`src/rtl/vga_pkg.sv`:
```
// Purpose : shared VGA timing constants (800x600 @ 60 Hz, 40 MHz pixel clock) and count type.
// Latency : n/a (constants and types only).
// Backpressure: n/a.
`timescale 1ns/1ps
package vga_pkg;

  localparam int HOR_PIXELS = 800;   // visible pixels per line
  localparam int VER_PIXELS = 600;   // visible lines per frame

  localparam int H_TOTAL  = 1056;
  localparam int HS_START = 840;
  localparam int HS_LEN   = 128;

  localparam int V_TOTAL  = 628;
  localparam int VS_START = 601;
  localparam int VS_LEN   = 4;

  typedef logic [10:0] vga_cnt_t;

endpackage

```
`src/rtl/vga_if.sv`:
```
// Purpose : pixel-stream bundle passed between the timing source and the draw stages.
// Latency : n/a (wiring only).
// Backpressure: none; the stream advances with the pixel clock enable of the source.
// Signals : hcount/vcount, hsync/vsync, hblnk/vblnk, rgb[11:0].
`timescale 1ns/1ps
interface vga_if;
  import vga_pkg::*;

  vga_cnt_t    hcount;
  vga_cnt_t    vcount;
  logic        hsync;
  logic        vsync;
  logic        hblnk;
  logic        vblnk;
  logic [11:0] rgb;

  // Source / sink views. out/in are the names used by the video pipeline;
  // master/slave are the same views under the generic names.
  modport out    (output hcount, vcount, hsync, vsync, hblnk, vblnk, rgb);
  modport in     (input  hcount, vcount, hsync, vsync, hblnk, vblnk, rgb);
  modport master (output hcount, vcount, hsync, vsync, hblnk, vblnk, rgb);
  modport slave  (input  hcount, vcount, hsync, vsync, hblnk, vblnk, rgb);

endinterface

```
`src/rtl/vga_axis_cnt.sv`:
```
// Purpose : one timing axis: wrapping counter plus registered blank and (active-high) sync flags.
// Latency : flags registered from the next count, so they line up with cnt (0 cycles of skew).
// Backpressure: counter holds while inc=0.
// Ports   : clk, rst_n (async, active-low), inc (advance), cnt (count), wrap (inc on last count,
//           combinational), blnk (cnt >= ACTIVE), sync (S_START <= cnt < S_START+S_LEN).
`timescale 1ns/1ps
module vga_axis_cnt
  import vga_pkg::*;
#(
  parameter int TOTAL   = H_TOTAL,
  parameter int ACTIVE  = HOR_PIXELS,
  parameter int S_START = HS_START,
  parameter int S_LEN   = HS_LEN
) (
  input  logic     clk,
  input  logic     rst_n,
  input  logic     inc,
  output vga_cnt_t cnt,
  output logic     wrap,
  output logic     blnk,
  output logic     sync
);

  if (!((ACTIVE < S_START) && (S_START + S_LEN <= TOTAL) && (TOTAL <= 2048))) begin : g_param_chk
    $error("vga_axis_cnt: need ACTIVE < S_START, S_START+S_LEN <= TOTAL, TOTAL <= 2048");
  end

  localparam vga_cnt_t    C_LAST   = vga_cnt_t'(TOTAL - 1);
  localparam vga_cnt_t    C_ACTIVE = vga_cnt_t'(ACTIVE);
  localparam vga_cnt_t    C_SSTART = vga_cnt_t'(S_START);
  // Sync end may equal TOTAL (up to 2048), so it needs one extra bit.
  localparam logic [11:0] C_SEND   = 12'(S_START + S_LEN);

  vga_cnt_t r_cnt;
  vga_cnt_t w_cnt_nxt;
  logic     r_blnk;
  logic     r_sync;

  assign wrap = inc && (r_cnt == C_LAST);

  always_comb begin
    w_cnt_nxt = r_cnt;
    if (inc) begin
      w_cnt_nxt = (r_cnt == C_LAST) ? '0 : r_cnt + 11'd1;
    end
  end

  always_ff @(posedge clk or negedge rst_n) begin
    if (!rst_n) begin
      r_cnt  <= '0;
      r_blnk <= 1'b0;
      r_sync <= 1'b0;
    end else begin
      r_cnt  <= w_cnt_nxt;
      r_blnk <= (w_cnt_nxt >= C_ACTIVE);
      r_sync <= (w_cnt_nxt >= C_SSTART) && ({1'b0, w_cnt_nxt} < C_SEND);
    end
  end

  assign cnt  = r_cnt;
  assign blnk = r_blnk;
  assign sync = r_sync;

endmodule

```
`src/rtl/vga_timing_gen.sv`:
```
// Purpose : head of the video pipeline; drives hcount/vcount, syncs, blanks, rgb=0, line/frame pulses, frame count.
// Latency : all outputs registered and mutually aligned; first enabled cycle after reset gives hcount=1.
// Backpressure: en=0 freezes every output and forces the pulses low.
// Ports   : clk, rst_n (async, active-low), en, tim_out (vga_if.out), line_start, frame_start, frame_cnt[15:0].
`timescale 1ns/1ps
module vga_timing_gen
  import vga_pkg::*;
#(
  parameter int   H_ACTIVE = HOR_PIXELS,
  parameter int   H_TOT    = H_TOTAL,
  parameter int   HS_BEGIN = HS_START,
  parameter int   HS_WIDTH = HS_LEN,
  parameter int   V_ACTIVE = VER_PIXELS,
  parameter int   V_TOT    = V_TOTAL,
  parameter int   VS_BEGIN = VS_START,
  parameter int   VS_WIDTH = VS_LEN,
  parameter logic SYNC_POL = 1'b1
) (
  input  logic        clk,
  input  logic        rst_n,
  input  logic        en,
  vga_if.out          tim_out,
  output logic        line_start,
  output logic        frame_start,
  output logic [15:0] frame_cnt
);

  vga_cnt_t    w_hcount;
  vga_cnt_t    w_vcount;
  logic        w_h_wrap;
  logic        w_v_wrap;
  logic        w_hblnk;
  logic        w_vblnk;
  logic        w_hsync;
  logic        w_vsync;

  logic        r_line_start;
  logic        r_frame_start;
  logic [15:0] r_frame_cnt;
  logic [11:0] r_rgb;

  vga_axis_cnt #(
    .TOTAL(H_TOT), .ACTIVE(H_ACTIVE), .S_START(HS_BEGIN), .S_LEN(HS_WIDTH)
  ) u_hcnt (
    .clk(clk), .rst_n(rst_n), .inc(en),
    .cnt(w_hcount), .wrap(w_h_wrap), .blnk(w_hblnk), .sync(w_hsync)
  );

  // The line counter only moves on the last pixel of a line.
  vga_axis_cnt #(
    .TOTAL(V_TOT), .ACTIVE(V_ACTIVE), .S_START(VS_BEGIN), .S_LEN(VS_WIDTH)
  ) u_vcnt (
    .clk(clk), .rst_n(rst_n), .inc(en & w_h_wrap),
    .cnt(w_vcount), .wrap(w_v_wrap), .blnk(w_vblnk), .sync(w_vsync)
  );

  // w_v_wrap already implies en & w_h_wrap, so it marks the last pixel of the frame.
  always_ff @(posedge clk or negedge rst_n) begin
    if (!rst_n) begin
      r_line_start  <= 1'b0;
      r_frame_start <= 1'b0;
      r_frame_cnt   <= '0;
      r_rgb         <= '0;
    end else begin
      r_line_start  <= w_h_wrap;
      r_frame_start <= w_v_wrap;
      r_rgb         <= '0;
      if (w_v_wrap) begin
        r_frame_cnt <= r_frame_cnt + 16'd1;
      end
    end
  end

  // Axis sync flags are active-high internally; reset (flag 0) therefore gives ~SYNC_POL.
  assign tim_out.hcount = w_hcount;
  assign tim_out.vcount = w_vcount;
  assign tim_out.hsync  = w_hsync ? SYNC_POL : ~SYNC_POL;
  assign tim_out.vsync  = w_vsync ? SYNC_POL : ~SYNC_POL;
  assign tim_out.hblnk  = w_hblnk;
  assign tim_out.vblnk  = w_vblnk;
  assign tim_out.rgb    = r_rgb;

  assign line_start  = r_line_start;
  assign frame_start = r_frame_start;
  assign frame_cnt   = r_frame_cnt;

endmodule

```
`src/flat_wrapper.sv`:
```
// flat-port wrapper written by rule: the top's interface ports become plain ports
module vga_timing_gen_flat import vga_pkg::*;
#(
  parameter int   H_ACTIVE = HOR_PIXELS,
  parameter int   H_TOT    = H_TOTAL,
  parameter int   HS_BEGIN = HS_START,
  parameter int   HS_WIDTH = HS_LEN,
  parameter int   V_ACTIVE = VER_PIXELS,
  parameter int   V_TOT    = V_TOTAL,
  parameter int   VS_BEGIN = VS_START,
  parameter int   VS_WIDTH = VS_LEN,
  parameter logic SYNC_POL = 1'b1
)
  (clk, rst_n, en, line_start, frame_start, frame_cnt, tim_out_hcount, tim_out_vcount, tim_out_hsync, tim_out_vsync, tim_out_hblnk, tim_out_vblnk, tim_out_rgb);
  vga_if tim_out_i ();
  input  logic clk;
  input  logic rst_n;
  input  logic en;
  output logic line_start;
  output logic frame_start;
  output logic [15:0] frame_cnt;
  output wire logic [$bits(tim_out_i.hcount)-1:0] tim_out_hcount;
  output wire logic [$bits(tim_out_i.vcount)-1:0] tim_out_vcount;
  output wire logic [$bits(tim_out_i.hsync)-1:0] tim_out_hsync;
  output wire logic [$bits(tim_out_i.vsync)-1:0] tim_out_vsync;
  output wire logic [$bits(tim_out_i.hblnk)-1:0] tim_out_hblnk;
  output wire logic [$bits(tim_out_i.vblnk)-1:0] tim_out_vblnk;
  output wire logic [$bits(tim_out_i.rgb)-1:0] tim_out_rgb;
  assign tim_out_hcount = tim_out_i.hcount;
  assign tim_out_vcount = tim_out_i.vcount;
  assign tim_out_hsync = tim_out_i.hsync;
  assign tim_out_vsync = tim_out_i.vsync;
  assign tim_out_hblnk = tim_out_i.hblnk;
  assign tim_out_vblnk = tim_out_i.vblnk;
  assign tim_out_rgb = tim_out_i.rgb;
  vga_timing_gen #(.H_ACTIVE(H_ACTIVE), .H_TOT(H_TOT), .HS_BEGIN(HS_BEGIN), .HS_WIDTH(HS_WIDTH), .V_ACTIVE(V_ACTIVE), .V_TOT(V_TOT), .VS_BEGIN(VS_BEGIN), .VS_WIDTH(VS_WIDTH), .SYNC_POL(SYNC_POL)) u_core (.clk(clk), .rst_n(rst_n), .en(en), .tim_out(tim_out_i), .line_start(line_start), .frame_start(frame_start), .frame_cnt(frame_cnt));
endmodule
```
`config.mk`:
```
export PLATFORM = sky130hd
export DESIGN_NAME = vga_timing_gen_flat
export DESIGN_NICKNAME = d
export VERILOG_FILES = /design/src/rtl/vga_pkg.sv /design/src/rtl/vga_if.sv /design/src/rtl/vga_axis_cnt.sv /design/src/rtl/vga_timing_gen.sv /design/src/flat_wrapper.sv
export SDC_FILE = /design/constraint.sdc
export NUM_CORES = 1
export LEC_CHECK = 0
export ABC_AREA = 1
export ABC_CLOCK_PERIOD_IN_PS = 1570
export CAP_MARGIN = 40
export CORE_MARGIN = 2
export CORE_UTILIZATION = 57
export DETAILED_ROUTE_END_ITERATION = 8
export DONT_BUFFER_PORTS = 1
export MAX_ROUTING_LAYER = met4
export PLACE_DENSITY_LB_ADDON = 0.25
export RECOVER_POWER = 50
export REMOVE_ABC_BUFFERS = 1
export SETUP_SLACK_MARGIN = 0.5
export SLEW_MARGIN = 20
export SYNTH_ARGS = -nofsm -noshare
export SYNTH_HDL_FRONTEND = slang
export SYNTH_SLANG_ARGS = --single-unit
```
`constraint.sdc`:
```
create_clock -name clk -period 1.57 [get_ports clk]
set_input_delay 0.157 -clock clk [delete_from_list [all_inputs] [get_ports clk]]
set_output_delay 0.157 -clock clk [all_outputs]
set_load 0.1 [all_outputs]
```
==> results of run 1 <==
[metrics by stage]
step | setup TNS (ns) | area (µm²) | util, % | std cells
detailed placement | -3.46 | 3440 | 74.2 | 531
floorplan | -28.46 | 2630 | - | 378
global placement | -2.29 | 3440 | 74.2 | 531
CTS | -1.57 | 4310 | 93.1 | 551
[synthesized netlist by cell type (2+ instances only)]
cell type / instances / area [µm²]
xnor2_1: 10 / 87.6
buf_4: 12 / 90.1
nand3_1: 34 / 170
nor2_1: 44 / 165
ha_1: 3 / 37.5
nor2_4: 2 / 22.5
nand4_1: 11 / 68.8
nor2_2: 4 / 25.0
a21oi_1: 6 / 30.0
nand2_1: 115 / 432
dfrtp_1: 44 / 1100
o21ai_0: 10 / 50.1
inv_1: 58 / 218
xor2_1: 8 / 70.1
nor3_1: 6 / 30.0
nor4_1: 4 / 25.0
[timing repair]
item,CTS
setup buffers,11
setup endpoints to repair,85
endpoints found under the hold margin,46
hold buffers,1
resized for setup,192
cloned,1
pin swaps,27
[logic make-up after synthesis]
kind of cell	Yosys count	share of synthesized area, %
AND/OR/NAND/NOR	225	36.3
buffers and inverters	75	12.4
flip-flops	44	40.9
XOR/XNOR	18	5.85
AO/OA/AOI/OAI	16	2.97
adder cells (fa/ha/maj)	3	1.39
other	1	0.139
==> flow_summary.yaml, run 1 <==
place:
  dp_slack_ns: -0.312
  place.gp.congestion: 0.944
  portBuffers: 0
  dp_hpwl_um: 4810
run_status:
  status: "did not finish"
  haltStage: "global routing (5_1_grt)"
  firstError: "[ERROR DPL-0038] Utilization greater than 100%, impossible to legalize"
floorplan:
  io_pins: 59
  die_w_um: 72.7
  rows: 25
  start_util_pct: 58.2
  dieHeight_um: 72.7
yosys:
  synth_area_um2: 2690
  syn_area_per_cell_um2: 7.05
  synthDistinctLibCells: 27
  ys_warn_count: 0
  async_flop_share_pct: 100
  ys_seq_elements: 44
  synth_edf_count: 0
  ys.flop_type: "dfrtp_1"
  syn_inst: 382
  synth-seq-area-share_pct: 40.9
cts:
  clkSinkCount: 44
  numCtsBuffers: 5
  h-tree-depth: 2
  clock_path_buffers: 2
  root_buffer: "clkbuf_8"
global_route:
  grt_max_degree: 45
sta:
  postGrtWorstEndpoint: "u_core.frame_cnt[9]$_DFFE_PN0P_/D"
  worst-ep-kind: "register input"
==> inputs of run 2 (changes only) <==
--- a/config.mk
+++ b/config.mk
@@ -6,17 +6,15 @@
 export NUM_CORES = 1
 export LEC_CHECK = 0
 export ABC_AREA = 1
-export ABC_CLOCK_PERIOD_IN_PS = 1570
+export ABC_CLOCK_PERIOD_IN_PS = 2040
 export CAP_MARGIN = 40
 export CORE_MARGIN = 2
-export CORE_UTILIZATION = 57
+export CORE_UTILIZATION = 40
 export DETAILED_ROUTE_END_ITERATION = 8
 export DONT_BUFFER_PORTS = 1
-export MAX_ROUTING_LAYER = met4
-export PLACE_DENSITY_LB_ADDON = 0.25
+export PLACE_DENSITY_LB_ADDON = 0.15
 export RECOVER_POWER = 50
 export REMOVE_ABC_BUFFERS = 1
-export SETUP_SLACK_MARGIN = 0.5
 export SLEW_MARGIN = 20
 export SYNTH_ARGS = -nofsm -noshare
 export SYNTH_HDL_FRONTEND = slang
==> constraint.sdc (replaced) <==
create_clock -name clk -period 2.04 [get_ports clk]
set_input_delay 0.204 -clock clk [delete_from_list [all_inputs] [get_ports clk]]
set_output_delay 0.204 -clock clk [all_outputs]
set_load 0.1 [all_outputs]
==> run 2 against run 1 <==
  * The run now ends clean
  * Synthesized cell count stayed put
  * Synthesized area stayed put
==> flow_summary.yaml, run 2 <==
floorplan:
  dieHeight_um: 86.1
  rows: 29
  coreArea_um2: 6420
  dieArea_um2: 7410
  die_w_um: 86.1
  io_pins: 59
  start_util_pct: 41.9
route:
  first_pass_iters: 4
  drtIter0Drc: 136
  route.vias.total: 2470
  routedWlPerCell_um: 12.3
  ant_nets: 0
  drt_drc_violations_left: 0
  via_per_inst: 4.80
  postRouteWirelength_um: 6340
setup_path:
  worst-path-buf-inv: 2
  cp-startpoint: "u_core.u_vcnt.cnt[5]$_DFF_PN0_"
  critPathLaunchType: "register"
  crit_family: "buffers and inverters"
  crit_arrival_ns: 2.09
  crit_path_cell_trace: "clkbuf_2, inv_1, o21ai_0, nand3_1, o21ai_1, nor2_1, nand2_1, nand2_1, nand2_1, nand2_1"
  crit_fanout: 4
  crit_top_cell: "nand2_1"
  r2r_start: "u_core.u_vcnt.cnt[5]$_DFF_PN0_"
  crit_slowest_cell: "clkbuf_2"
  critPathMaxStageDelay_ns: 0.51
  path_class: "reg2reg"
  critPathCaptureType: "register"
  crit_required_ns: 2.23
cts:
  cts_tree: "done"
  root_buffer: "clkbuf_8"
  h-tree-depth: 2
  clock_path_buffers: 2
  numCtsBuffers: 5
  clkSinkCount: 44
  clk_latency_ns: 0.29
  path_clk_slew_ns: 0.08
place:
  place.gp.congestion: 0.887
  portBuffers: 0
  dp_hpwl_um: 4650
  placed_cell_area_um2: 3070
yosys:
  synth_top_family_by_area: "simple AND/OR/NAND/NOR gates"
  yosysMostFrequentCell: "nand2_1"
  yosys.area.top_type: "dfrtp_1"
  ys_seq_elements: 44
  synthDistinctLibCells: 27
  synth_area_um2: 2690
  synth_xor_area_share_pct: 5.85
  synth_edf_count: 0
  synthSimpleGateAreaFrac_pct: 36.3
  synth_fa_ha_area_share_pct: 1.39
  synth-seq-area-share_pct: 40.9
  synth_top_area_share_pct: 40.9
  synth-compound-area-share_pct: 2.97
  async_flop_share_pct: 100
  synthMuxAreaShare_pct: 0
  synth_top_cells_by_area: "dfrtp_1 41%, nand2_1 16%, inv_1 8.1%"
  ys_warn_count: 0
  ys.flop_type: "dfrtp_1"
  syn_inst: 382
  ys_top_cells_by_count: "115 x nand2_1, 58 x inv_1, 44 x dfrtp_1, 44 x nor2_1, 34 x nand3_1"
  syn_area_per_cell_um2: 7.05
global_route:
  overflow: 0
  grt_first_pass_wirelength_um: 10500
  antenna_found_initial: 0
  track_usage_pct: 17.6
  grt_max_degree: 45
  grt_pass1_vias: 2317
layout:
  fin_area_um2: 3240
  layout_commonest_cell: "nand2_1"
  largest_reg_flops: 16
  seqCellArea_um2: 1100
  antenna_cells: 0
  nets: 443
  multi_input_area_um2: 1350
  fillers: 662
  area_growth_pct: 20.2
  layout_common_cells: "115 x nand2_1, 58 x inv_1, 43 x nor2_1, 43 x dfrtp_1, 33 x nand3_1"
  layout-drive-gt1-share_pct: 15.3
power:
  power_mw: 3.31
  peakVddDrop_mv: 0.495
  p_leak_nw: 1.76
  p_per_area_nw_per_um2: 1020
min_path:
  hp-class: "in2reg"
  min_from: "en"
sta:
  hold_slack_ns: 0.0534
  setup_viol: 0
  tightestPinTransition_ns: 1.17
  tns_ns: 0
  skew_ns: 0.00665
  maxSlewViolCount: 0
  max_freq_ghz: 0.527
  maxSlewHeadroom_pct: 22.2
  period_share_pct: 93.0
  hold_violations: 0
  period_minus_slack_ns: 1.90
run_status:
  status: "finished, final reports clean"
run:
  max_cap_viol_count: 0
## run 2: logic make-up after synthesis
family | count (synthesis)
AND/OR/NAND/NOR | 225
adder cells (fa/ha/maj) | 3
flip-flops | 44
AO/OA/AOI/OAI | 16
buffers and inverters | 75
other | 1
XOR/XNOR | 18
## run 2: final cells by class
cell class / count / share of cell area, %
repair buffers: 51 / 10.9
inverters: 60 / 6.96
clock buffers: 6 / 2.24
multi-input cells: 275 / 41.8
flip-flops and latches: 44 / 34.1
clock inverters: 2 / 1.08
well taps: 77 / 2.98
## run 2: per-stage QoR
step                util [%]  worst slack (ns)  instances
global placement        47.9             0.110        502
CTS                     50.3            0.0381        513
finish                  50.4             0.142        515
global route            50.4           -0.0171        515
floorplan                  -            -0.452        378
detailed placement      47.9             0.114        502
## run 2: timing repair
item	4_1_cts	5_1_grt
hold buffers	3	0
resized for setup	0	15
endpoints found under the setup margin	0	9
setup buffers	0	1
hold endpoints to repair	45	0
## run 2: final timing paths
kind | to | slack [ns] | depth (start not counted)
max in group asynchronous | u_core.u_hcnt.cnt[6]$_DFF_PN0_ | 0.63 | 2
worst max register to register | u_core.u_vcnt.blnk$_DFF_PN0_ | 0.14 | 10
worst max-delay path | u_core.u_vcnt.blnk$_DFF_PN0_ | 0.14 | 10
min in group asynchronous | u_core.frame_cnt[2]$_DFFE_PN0P_ | 0.67 | 2
worst min-delay path | u_core.u_hcnt.cnt[1]$_DFF_PN0_ | 0.05 | 2
worst min register to register | u_core.frame_cnt[7]$_DFFE_PN0P_ | 0.53 | 1
## run 2: layer usage
metal | vias up | wire (µm) | GRT usage (%)
li1 | 1272 | - | -
met1 | 1136 | 2900 | 22.9
met2 | 57 | 3050 | 29.4
met3 | 5 | 338 | 5.20
met4 | 0 | 46 | 3.03
met5 | - | 0 | 0
## run 2: report_power, final
part	total (mW)	internal [mW]	switching, mW	leakage, nW
Combinational	1.54	0.297	1.25	1.15
Sequential	1.11	0.973	0.132	0.554
Clock	0.660	0.364	0.296	0.0552
Total	3.31	1.63	1.68	1.76
Note: power is estimated with default switching activity, not from simulation.
